[config.mk]
export PLATFORM = sky130hd
export DESIGN_NAME = locking_rr_arbiter_flat
export DESIGN_NICKNAME = d
export VERILOG_FILES = /design/src/rtl/locking_rr_arbiter_if.sv /design/src/rtl/locking_rr_arbiter.sv /design/src/flat_wrapper.sv
export SDC_FILE = /design/constraint.sdc
export NUM_CORES = 1
export LEC_CHECK = 0
export ABC_AREA = 1
export ABC_CLOCK_PERIOD_IN_PS = 3700
export CORE_AREA = 2 2 290 292
export CTS_CLUSTER_SIZE = 16
export DETAILED_ROUTE_END_ITERATION = 12
export DIE_AREA = 0 0 292 294
export GPL_ROUTABILITY_DRIVEN = 1
export MAX_ROUTING_LAYER = met4
export PLACE_DENSITY = 0.32
export SETUP_SLACK_MARGIN = 0.02
export SLEW_MARGIN = 20
export SYNTH_ARGS = -nofsm -noshare
export SYNTH_HDL_FRONTEND = slang
export SYNTH_SLANG_ARGS = --single-unit
[constraint.sdc]
create_clock -name clk -period 3.7 [get_ports clk]
set_clock_uncertainty 0.15 [all_clocks]
set_input_delay 0.74 -clock clk [delete_from_list [all_inputs] [get_ports clk]]
set_output_delay 0.74 -clock clk [all_outputs]
set_load 0.005 [all_outputs]
[src/rtl/locking_rr_arbiter_if.sv]
// Request/response bundle for locking_rr_arbiter: N request channels merged onto one output.
// "master" is the requester/downstream side, "slave" is the arbiter itself.
interface locking_rr_arbiter_if #(
   parameter int unsigned N_IN   = 3,
   parameter int unsigned DATA_W = 183,
   parameter int unsigned BEATS  = 4
);
   localparam int unsigned CHOSEN_W = (N_IN > 1) ? $clog2(N_IN) : 1;
   localparam int unsigned BEAT_W   = (BEATS > 1) ? $clog2(BEATS) : 1;

   logic [N_IN-1:0]        io_in_valid;
   logic [N_IN-1:0]        io_in_ready;
   logic [N_IN-1:0]        io_in_multibeat;
   logic [N_IN*DATA_W-1:0] io_in_bits;
   logic                   io_out_valid;
   logic                   io_out_ready;
   logic [DATA_W-1:0]      io_out_bits;
   logic [CHOSEN_W-1:0]    io_chosen;
   logic                   io_locked;
   logic [BEAT_W-1:0]      io_beat;

   modport master (
      output io_in_valid, io_in_multibeat, io_in_bits, io_out_ready,
      input  io_in_ready, io_out_valid, io_out_bits, io_chosen, io_locked, io_beat
   );

   modport slave (
      input  io_in_valid, io_in_multibeat, io_in_bits, io_out_ready,
      output io_in_ready, io_out_valid, io_out_bits, io_chosen, io_locked, io_beat
   );
endinterface

[src/rtl/locking_rr_arbiter.sv]
// N-input fixed-priority / round-robin arbiter that holds the grant on one input for the
// full length of a multi-beat message so bursts from different sources never interleave.
module locking_rr_arbiter #(
   parameter int unsigned N_IN    = 3,
   parameter int unsigned DATA_W  = 183,
   parameter int unsigned BEATS   = 4,
   parameter int unsigned RR_MODE = 1
) (
   input  logic                clk,
   input  logic                reset,
   locking_rr_arbiter_if.slave io
);
   localparam int unsigned CHOSEN_W = (N_IN > 1) ? $clog2(N_IN) : 1;
   localparam int unsigned BEAT_W   = (BEATS > 1) ? $clog2(BEATS) : 1;
   localparam logic [CHOSEN_W-1:0] LAST_IDX  = CHOSEN_W'(N_IN - 1);
   localparam logic [BEAT_W-1:0]   LAST_BEAT = BEAT_W'(BEATS - 1);

   if (N_IN < 2) begin : g_bad_n_in
      $error("locking_rr_arbiter: N_IN must be at least 2");
   end
   if (BEATS < 1) begin : g_bad_beats
      $error("locking_rr_arbiter: BEATS must be at least 1");
   end

   typedef enum logic [0:0] {StOpen, StLocked} state_e;

   state_e              state_q, state_d;
   logic [CHOSEN_W-1:0] lock_idx_q, lock_idx_d;
   logic [BEAT_W-1:0]   beat_q, beat_d;
   logic [CHOSEN_W-1:0] last_grant_q, last_grant_d;

   logic [CHOSEN_W-1:0] rr_start;
   logic [CHOSEN_W-1:0] chosen;
   logic                fire;
   logic [DATA_W-1:0]   bits_arr [N_IN];

   for (genvar g = 0; g < N_IN; g++) begin : g_unpack
      assign bits_arr[g] = io.io_in_bits[g*DATA_W +: DATA_W];
   end

   assign rr_start = (last_grant_q == LAST_IDX) ? '0 : last_grant_q + 1'b1;

   // Selection depends only on registered state and valids, never on io_out_ready.
   always_comb begin
      logic                found;
      logic [CHOSEN_W-1:0] idx;
      found  = 1'b0;
      idx    = '0;
      chosen = (RR_MODE != 0) ? rr_start : LAST_IDX;
      if (state_q == StLocked) begin
         chosen = lock_idx_q;
      end else begin
         for (int unsigned k = 0; k < N_IN; k++) begin
            if (RR_MODE != 0) begin
               idx = CHOSEN_W'((32'(rr_start) + k) % N_IN);
            end else begin
               idx = CHOSEN_W'(k);
            end
            if (!found && io.io_in_valid[idx]) begin
               chosen = idx;
               found  = 1'b1;
            end
         end
      end
   end

   assign fire            = io.io_out_valid & io.io_out_ready;
   assign io.io_out_valid = io.io_in_valid[chosen];
   assign io.io_out_bits  = bits_arr[chosen];
   assign io.io_chosen    = chosen;
   assign io.io_in_ready  = io.io_out_ready ? (N_IN'(1) << chosen) : '0;
   assign io.io_locked    = (state_q == StLocked);
   assign io.io_beat      = beat_q;

   always_comb begin
      state_d      = state_q;
      lock_idx_d   = lock_idx_q;
      beat_d       = beat_q;
      last_grant_d = last_grant_q;
      if (fire) begin
         unique case (state_q)
            StOpen: begin
               if (RR_MODE != 0) last_grant_d = chosen;
               if (io.io_in_multibeat[chosen] && (BEATS > 1)) begin
                  state_d    = StLocked;
                  lock_idx_d = chosen;
                  beat_d     = BEAT_W'(1);
               end
            end
            StLocked: begin
               // Multibeat flag is ignored here; every fire on the locked input is a beat.
               if (beat_q == LAST_BEAT) begin
                  state_d = StOpen;
                  beat_d  = '0;
               end else begin
                  beat_d = beat_q + 1'b1;
               end
            end
            default: state_d = StOpen;
         endcase
      end
   end

   always_ff @(posedge clk or negedge reset) begin
      if (!reset) begin
         state_q      <= StOpen;
         lock_idx_q   <= '0;
         beat_q       <= '0;
         last_grant_q <= LAST_IDX;
      end else begin
         state_q      <= state_d;
         lock_idx_q   <= lock_idx_d;
         beat_q       <= beat_d;
         last_grant_q <= last_grant_d;
      end
   end
endmodule

[src/flat_wrapper.sv]
// flat-port wrapper written by rule: the top's interface ports become plain ports
module locking_rr_arbiter_flat 
#(
   parameter int unsigned N_IN    = 3,
   parameter int unsigned DATA_W  = 183,
   parameter int unsigned BEATS   = 4,
   parameter int unsigned RR_MODE = 1
)
  (clk, reset, io_io_in_valid, io_io_in_multibeat, io_io_in_bits, io_io_out_ready, io_io_in_ready, io_io_out_valid, io_io_out_bits, io_io_chosen, io_io_locked, io_io_beat);
  locking_rr_arbiter_if #(.N_IN(N_IN), .DATA_W(DATA_W), .BEATS(BEATS)) io_i ();
  input  logic clk;
  input  logic reset;
  input wire logic [$bits(io_i.io_in_valid)-1:0] io_io_in_valid;
  input wire logic [$bits(io_i.io_in_multibeat)-1:0] io_io_in_multibeat;
  input wire logic [$bits(io_i.io_in_bits)-1:0] io_io_in_bits;
  input wire logic [$bits(io_i.io_out_ready)-1:0] io_io_out_ready;
  output wire logic [$bits(io_i.io_in_ready)-1:0] io_io_in_ready;
  output wire logic [$bits(io_i.io_out_valid)-1:0] io_io_out_valid;
  output wire logic [$bits(io_i.io_out_bits)-1:0] io_io_out_bits;
  output wire logic [$bits(io_i.io_chosen)-1:0] io_io_chosen;
  output wire logic [$bits(io_i.io_locked)-1:0] io_io_locked;
  output wire logic [$bits(io_i.io_beat)-1:0] io_io_beat;
  assign io_i.io_in_valid = io_io_in_valid;
  assign io_i.io_in_multibeat = io_io_in_multibeat;
  assign io_i.io_in_bits = io_io_in_bits;
  assign io_i.io_out_ready = io_io_out_ready;
  assign io_io_in_ready = io_i.io_in_ready;
  assign io_io_out_valid = io_i.io_out_valid;
  assign io_io_out_bits = io_i.io_out_bits;
  assign io_io_chosen = io_i.io_chosen;
  assign io_io_locked = io_i.io_locked;
  assign io_io_beat = io_i.io_beat;
  locking_rr_arbiter #(.N_IN(N_IN), .DATA_W(DATA_W), .BEATS(BEATS), .RR_MODE(RR_MODE)) u_core (.clk(clk), .reset(reset), .io(io_i));
endmodule
---- Word level (Yosys, flattened, before mapping) ----
Cells that the tools add are included.
word-level totals
  register bits ........................... 7
  input bits .............................. 558
  output and inout bits ................... 192
  word-level logic and storage cells ...... 62
operators by class
  add/subtract/negate cells ............... 4
  div/mod/pow operators ................... 3
  order comparisons ....................... 5
  equality and inequality tests ........... 3
  shift operators ......................... 1
  multiplexer cells ....................... 32
  bitwise gates (word level) .............. 3
  reduce and logical (&&, ||, !) cells .... 7
operators by type and width
  kind                                                        count
  binary-select mux 183 bit (select 2 bit)                    1
  two-way mux 183 bit                                         2
  modulo 32 x 2 -> 32 bit, second input constant              2
  modulo 2 x 2 -> 32 bit, second input constant               1
  two-way mux 2 bit                                           10
  less-than comparator 2 x 3 -> 1 bit, second input constant  4
  two-way mux 1 bit                                           11
  binary-select mux 1 bit (select 2 bit)                      5
  adder 2 x 1 -> 2 bit, second input constant                 2
  equality test 2 bit, second input constant                  2
  one-hot mux 2 bit (2 select lines)                          1
  AND reduction 2 bit                                         2
  adder 2 x 1 -> 3 bit, second input constant                 1
  adder 2 x 2 -> 3 bit, second input constant                 1
  greater-or-equal comparator 3 bit, second input constant    1
  two-way mux 3 bit                                           1
  inverter 2 -> 3 bit                                         1
  AND reduction 3 bit                                         1
  left shift 1 x 2 -> 3 bit, first input constant             1
  logical AND 1 bit                                           2
  zero test 1 bit                                             2
  inequality test 2 x 1 -> 1 bit, second input constant       1
  one-hot mux 1 bit (2 select lines)                          1
  AND 1 bit                                                   1
  inverter 1 bit                                              1

---- Depth between registers and ports, before layout ----
  depth in word-level cells ............... 20
  depth in mapped cells ................... 19
  gate-level depth less buffers ........... 18

---- Worst setup path before layout ----
OpenSTA, ideal clock, no wires.
  path kind ............................... in2out
  from .................................... input port io_io_in_valid[2]
  to ...................................... output port io_io_out_bits[13]
  arrival time ............................ 2,034 ps
  required time ........................... 2,810 ps
  slack ................................... 776 ps
  stages on the path ...................... 13
  buffers on the path ..................... 2
  path through ............................ nand3_1 > nand3_2 > nor2_2 > nand3_1 > nand2_1 > inv_2 > nand2_2 > nand2_2 > inv_2 > buf_4 > clkbuf_1 > nand3_1 > nand3_1
on the way
  cells in the longest elaborated chain, start to end .. 16
  elaborated cells on any way between the ends .. 22
  classes of those cells .................. mux: 17; bitwise: 1; reduce/logical: 4
RTL lines
  what                                                         line                      text
  start, declared                                              flat_wrapper.sv:13        input wire logic [$bits(io_i.io_in_valid)-1:0] io_io_in_valid;
  binary-select mux 1 bit (select 2 bit)                       locking_rr_arbiter.sv:59  if (!found && io.io_in_valid[idx]) begin
  two-way mux 1 bit (implied by the code)                      locking_rr_arbiter.sv:59
  two-way mux 1 bit                                            locking_rr_arbiter.sv:59
  two-way mux 1 bit                                            locking_rr_arbiter.sv:50  if (state_q == StLocked) begin
  zero test 1 bit                                              locking_rr_arbiter.sv:59
  logical AND 1 bit                                            locking_rr_arbiter.sv:59
  two-way mux 1 bit                                            locking_rr_arbiter.sv:59
  two-way mux 1 bit                                            locking_rr_arbiter.sv:50
  zero test 1 bit                                              locking_rr_arbiter.sv:59
  logical AND 1 bit                                            locking_rr_arbiter.sv:59
  two-way mux 2 bit (*)                                        locking_rr_arbiter.sv:59
  two-way mux 2 bit (*)                                        locking_rr_arbiter.sv:50
  inverter 2 -> 3 bit (implied by the code) (*)                locking_rr_arbiter.sv:69  assign io.io_out_bits = bits_arr[chosen];
  binary-select mux 183 bit (select 2 bit) (*)                 locking_rr_arbiter.sv:69
  two-way mux 183 bit (implied by the code) (*) (2 in series)  locking_rr_arbiter.sv:69
  end, declared                                                flat_wrapper.sv:19        output wire logic [$bits(io_i.io_out_bits)-1:0] io_io_out_bits;
Mark *: on every way between the ends. The rest lies on a longest branch, timed or not. The select of a mux whose other input is x is not followed.

---- Final worst setup path ----
  from .................................... register u_core.last_grant_q[1]
  to ...................................... output port io_io_out_bits[76]
on the way
  cells in the longest elaborated chain, start to end .. 20
  elaborated cells on any way between the ends .. 33
  classes of those cells .................. add/sub: 3; div: 3; eq/ne: 1; mux: 21; bitwise: 1; reduce/logical: 4
RTL lines
  what                                                                              line                       text
  start, declared                                                                   locking_rr_arbiter.sv:30   logic [CHOSEN_W-1:0] last_grant_q, last_grant_d;
  start signal, assigned                                                            locking_rr_arbiter.sv:114  last_grant_q <= last_grant_d;
  adder 2 x 1 -> 2 bit / equality test 2 bit (equally long branches)                locking_rr_arbiter.sv:41   assign rr_start = (last_grant_q == LAST_IDX) ? '0 : last_grant_q + 1'b1;
  two-way mux 2 bit (*)                                                             locking_rr_arbiter.sv:41
  parallel branches: the longest is 12 deep, another holds modulo 32 x 2 -> 32 bit  --
  two-way mux 2 bit (*)                                                             locking_rr_arbiter.sv:59
  two-way mux 2 bit (*)                                                             locking_rr_arbiter.sv:50
  inverter 2 -> 3 bit (implied by the code) (*)                                     locking_rr_arbiter.sv:69
  binary-select mux 183 bit (select 2 bit) (*)                                      locking_rr_arbiter.sv:69
  two-way mux 183 bit (implied by the code) (*) (2 in series)                       locking_rr_arbiter.sv:69
Every way passes the cells marked *. The select of a mux whose other input is x is not followed.

==> run_summary.xml <==
<?xml version="1.0" encoding="UTF-8"?>
<metrics>
  <group name="global_route">
    <metric name="antenna_found_initial" unit="">8</metric>
    <metric name="number_of_global_route_vias_before_repair" unit="">10580</metric>
    <metric name="globalRoute.busiestLayer" unit="">met2</metric>
    <metric name="first_pass_grt_wire_length" unit="mm">72.2</metric>
    <metric name="grt_start_max_net_pins" unit="">37</metric>
    <metric name="grt.met2_usage" unit="%">20.6</metric>
    <metric name="grt_usage" unit="%">11.7</metric>
    <metric name="groute.layer.met1.usage" unit="%">13.5</metric>
    <metric name="gr-total-overflow" unit="">0</metric>
    <metric name="grtUsageMet3" unit="%">2.76</metric>
  </group>
  <group name="clock_network">
    <metric name="numCtsBuffers" unit="">3</metric>
    <metric name="cts.hold.buffers_added" unit="">0</metric>
    <metric name="clock_latency" unit="ns">0.23</metric>
    <metric name="root_buffer" unit="">sky130_fd_sc_hd__clkbuf_16</metric>
    <metric name="cts.sink_count" unit="">7</metric>
    <metric name="cts.clk_slew.worst_paths" unit="ns">0.03</metric>
    <metric name="tritoncts" unit="">done</metric>
    <metric name="clock_path_buffers" unit="">2</metric>
    <metric name="htreeDepth" unit="">1</metric>
  </group>
  <group name="synth">
    <metric name="synthesis.instances" unit="">931</metric>
    <metric name="synthAdderAreaFrac" unit="%">0.274</metric>
    <metric name="top_post_synthesis_cells_by_area" unit="">sky130_fd_sc_hd__nand3_1 62%, sky130_fd_sc_hd__nand2_1 19%, sky130_fd_sc_hd__buf_2 7.1%, sky130_fd_sc_hd__dfrtp_1 3.3%, sky130_fd_sc_hd__clkbuf_1 2.2%</metric>
    <metric name="synth_compound_area_share" unit="%">0.988</metric>
    <metric name="netlist.area_leader.share" unit="%">61.9</metric>
    <metric name="synth_top_cell_by_area" unit="">sky130_fd_sc_hd__nand3_1</metric>
    <metric name="muxShareOfSynthArea" unit="%">0</metric>
    <metric name="synth.distinct_cells" unit="">24</metric>
    <metric name="synth_area" unit="sq um">4560</metric>
    <metric name="synth-simple-area-share" unit="%">82.7</metric>
    <metric name="postSynthAreaPerCell" unit="sq um">4.90</metric>
    <metric name="yosys_register_bits" unit="">7</metric>
    <metric name="yosys.area_share.xor_xnor" unit="%">0</metric>
    <metric name="synth-warning-count" unit="">0</metric>
    <metric name="ys_seq_area_share" unit="%">3.87</metric>
    <metric name="postSynthNetCount" unit="">1490</metric>
    <metric name="synth_top_family_by_area" unit="">simple AND/OR/NAND/NOR gates</metric>
  </group>
  <group name="placed_design">
    <metric name="dp_hpwl" unit="mm">41.2</metric>
    <metric name="last_weighted_congestion_value_of_the_routability_driven_placer" unit="">0.911</metric>
    <metric name="place_inst" unit="">2742</metric>
    <metric name="port_buffers" unit="">749</metric>
  </group>
  <group name="finish">
    <metric name="final-instance-count-excl-fill" unit="">2831</metric>
    <metric name="syn_to_final_growth" unit="%">230</metric>
    <metric name="fraction_of_the_core_area_covered_by_cells_at_the_end_of_the_flow" unit="%">18.1</metric>
    <metric name="final_nets" unit="">2303</metric>
    <metric name="fillCellCount" unit="">9447</metric>
    <metric name="final_layout_size_suffix_gt1_share" unit="%">23.2</metric>
  </group>
  <group name="power_and_ir_drop">
    <metric name="report.power.total" unit="mW">17.1</metric>
    <metric name="p_leak" unit="nW">6.40</metric>
    <metric name="peakVddDrop" unit="mV">0.481</metric>
    <metric name="power_density" unit="nW/um^2">1140</metric>
  </group>
  <group name="drt">
    <metric name="drt-vias-per-instance" unit="">3.57</metric>
    <metric name="drcViolationCount" unit="">0</metric>
    <metric name="drt-total-wl" unit="mm">53.1</metric>
    <metric name="routed-via-count" unit="">10097</metric>
    <metric name="average_detailed_routed_wire_length_per_instance" unit="microns">18.7</metric>
    <metric name="detail-route-antenna-nets" unit="">0</metric>
    <metric name="first_pass_iters" unit="">4</metric>
    <metric name="detailedRoute.firstIterationViolations" unit="">430</metric>
  </group>
  <group name="worst_hold_path">
    <metric name="min-delay-path-class" unit="">reg -&gt; reg</metric>
  </group>
  <group name="sta">
    <metric name="slew_violations" unit="">0</metric>
    <metric name="setup_tns" unit="ns">0</metric>
    <metric name="achievable-frequency" unit="GHz">0.273</metric>
    <metric name="whs" unit="ns">0.315</metric>
    <metric name="final_min_period_over_clock_period" unit="%">99.0</metric>
    <metric name="worst_slew_pin_slew" unit="ns">0.401</metric>
    <metric name="final_report_setup_violation_count" unit="">0</metric>
    <metric name="min_period" unit="ns">3.66</metric>
    <metric name="relSlewSlack" unit="%">73.2</metric>
    <metric name="setup_repair_after_global_routing_missed_its_margin" unit="">true</metric>
    <metric name="hold_viol" unit="">0</metric>
  </group>
  <group name="setup_path">
    <metric name="end_kind" unit="">primary output</metric>
    <metric name="critical_path_arrival" unit="ns">2.77</metric>
    <metric name="worst_setup_path_start_kind" unit="">flop</metric>
    <metric name="r2r_slack" unit="ns">0.74</metric>
    <metric name="crit_path_required_time" unit="ns">2.81</metric>
    <metric name="critical_path_class" unit="">reg -&gt; out</metric>
    <metric name="worst-path-max-fanout" unit="">7</metric>
  </group>
  <group name="status">
    <metric name="outcome" unit="">finished clean</metric>
  </group>
  <group name="floorplan">
    <metric name="std_cell_rows" unit="">106</metric>
    <metric name="io-pin-count" unit="">750</metric>
    <metric name="die_width" unit="microns">292</metric>
    <metric name="die_height" unit="microns">294</metric>
    <metric name="die_area" unit="sq um">85800</metric>
    <metric name="design.core.area" unit="sq um">82900</metric>
    <metric name="start_util" unit="%">5.50</metric>
  </group>
  <group name="job">
    <metric name="maxCapViolCount" unit="">0</metric>
  </group>
</metrics>
==> stage by stage <==
step	setup WS [ns]	area, sq um
floorplan	0.776	4560
global placement	-0.650	13900
detailed placement	-0.657	13900
CTS	-0.153	14800
global route	-0.0971	15000
finish	0.0363	15000
==> metal layers <==
layer  part of all wire (%)  vias up
li1                       -     4923
met1                     41     4653
met2                     50      491
met3                    7.3       30
met4                    1.6        0
met5                      0        -
==> logic make-up (layout without fill, tap and decap cells) <==
family	after synthesis	in the layout
other	0	8
AOI/OAI and AO/OA	6	6
DFF	7	7
adders and majority gates	1	1
buffers and inverters	114	926
and+or+nand+nor	803	803
==> report_power, final <==
part | internal [mW] | total [mW] | switching [mW]
Combinational | 8.28 | 16.7 | 8.44
Sequential | 0.116 | 0.157 | 0.0404
Clock | 0.143 | 0.183 | 0.0400
Total | 8.54 | 17.1 | 8.53
==> cell usage in the layout (no fill, tap or decap), types with 8 or more instances in the layout <==
cell type | synthesis | final
sky130_fd_sc_hd__nand2_1 | 225 | 185
sky130_fd_sc_hd__clkbuf_2 | 0 | 47
sky130_fd_sc_hd__nand3_1 | 564 | 524
sky130_fd_sc_hd__buf_4 | 9 | 64
sky130_fd_sc_hd__diode_2 | 0 | 8
sky130_fd_sc_hd__clkdlybuf4s15_1 | 0 | 17
sky130_fd_sc_hd__buf_6 | 1 | 47
sky130_fd_sc_hd__buf_12 | 0 | 37
sky130_fd_sc_hd__nand2_2 | 3 | 37
sky130_fd_sc_hd__dlygate4sd2_1 | 0 | 32
sky130_fd_sc_hd__clkdlybuf4s50_1 | 0 | 559
sky130_fd_sc_hd__buf_16 | 0 | 11
sky130_fd_sc_hd__buf_8 | 0 | 11
sky130_fd_sc_hd__nand3_2 | 2 | 39
sky130_fd_sc_hd__buf_2 | 65 | 75
==> cell type report <==
| cell class | count | area (sq um) | share of cell area, % |
|---|---|---|---|
| inverter | 11 | 58.8 | 0.391 |
| tap | 1080 | 1350 | 8.99 |
| sequential | 7 | 176 | 1.17 |
| multi-input combinational | 810 | 4200 | 28.0 |
| antenna | 8 | 20.0 | 0.133 |
| timing repair buffer | 911 | 9140 | 60.8 |
| clock buffer | 4 | 78.8 | 0.524 |
==> flip-flops by register name, summed over array words and instances, names as in the netlist <==
name                 cells
u_core.last_grant_q      2
u_core.io.io_locked      1
u_core.lock_idx_q        2
u_core.io.io_beat        2
==> worst max-delay path, cell delays in order, from the launching register on <==
cell and delay, ns:
sky130_fd_sc_hd__dfstp_2 0.58, sky130_fd_sc_hd__inv_2 0.07, sky130_fd_sc_hd__nand2_2 0.08, sky130_fd_sc_hd__inv_2 0.05, sky130_fd_sc_hd__nand2_2 0.07, sky130_fd_sc_hd__nand3_4 0.11, sky130_fd_sc_hd__buf_6 0.14, sky130_fd_sc_hd__nand3_2 0.07
sky130_fd_sc_hd__nand2_2 0.05, sky130_fd_sc_hd__inv_2 0.06, sky130_fd_sc_hd__nand2_4 0.06, sky130_fd_sc_hd__nand2_8 0.10, sky130_fd_sc_hd__nor2_4 0.06, sky130_fd_sc_hd__buf_12 0.13, sky130_fd_sc_hd__buf_12 0.12, sky130_fd_sc_hd__buf_16 0.14
sky130_fd_sc_hd__buf_12 0.15, sky130_fd_sc_hd__buf_6 0.12, sky130_fd_sc_hd__buf_6 0.12, sky130_fd_sc_hd__nand2_2 0.05, sky130_fd_sc_hd__nand3_2 0.07, sky130_fd_sc_hd__buf_6 0.13
==> Yosys cell counts (all sizes together) <==
| cell type | n |
|---|---|
| dfstp | 1 |
| nor2 | 5 |
| inv | 11 |
| a21oi | 2 |
| ha | 1 |
| nand2 | 229 |
| o21ai | 4 |
| nor3 | 3 |
| dfrtp | 6 |
| buf | 76 |
| nand3 | 566 |
| clkbuf | 27 |
==> path summary, 6_finish.rpt <==
kind	startpoint	endpoint	cells after the start
max	u_core.last_grant_q[1]$_DFFE_PN1P_	io_io_out_bits[76]	21
min	u_core.lock_idx_q[1]$_DFFE_PN0P_	u_core.lock_idx_q[1]$_DFFE_PN0P_	2
max reg2reg	u_core.last_grant_q[1]$_DFFE_PN1P_	u_core.lock_idx_q[1]$_DFFE_PN0P_	20
min reg2reg	u_core.lock_idx_q[1]$_DFFE_PN0P_	u_core.lock_idx_q[1]$_DFFE_PN0P_	2
max in group asynchronous	reset	u_core.last_grant_q[1]$_DFFE_PN1P_	1
min in group asynchronous	reset	u_core.lock_idx_q[0]$_DFFE_PN0P_	1
==> repair_timing <==
item                                    in CTS  in global routing
setup buffers                               56                 15
cloned                                      11                  4
hold endpoints to repair                     0                  0
gates resized for setup                    497                271
endpoints found under the setup margin     188                178
pin swaps                                   12                  8
Power figures use the tool's default switching activity.
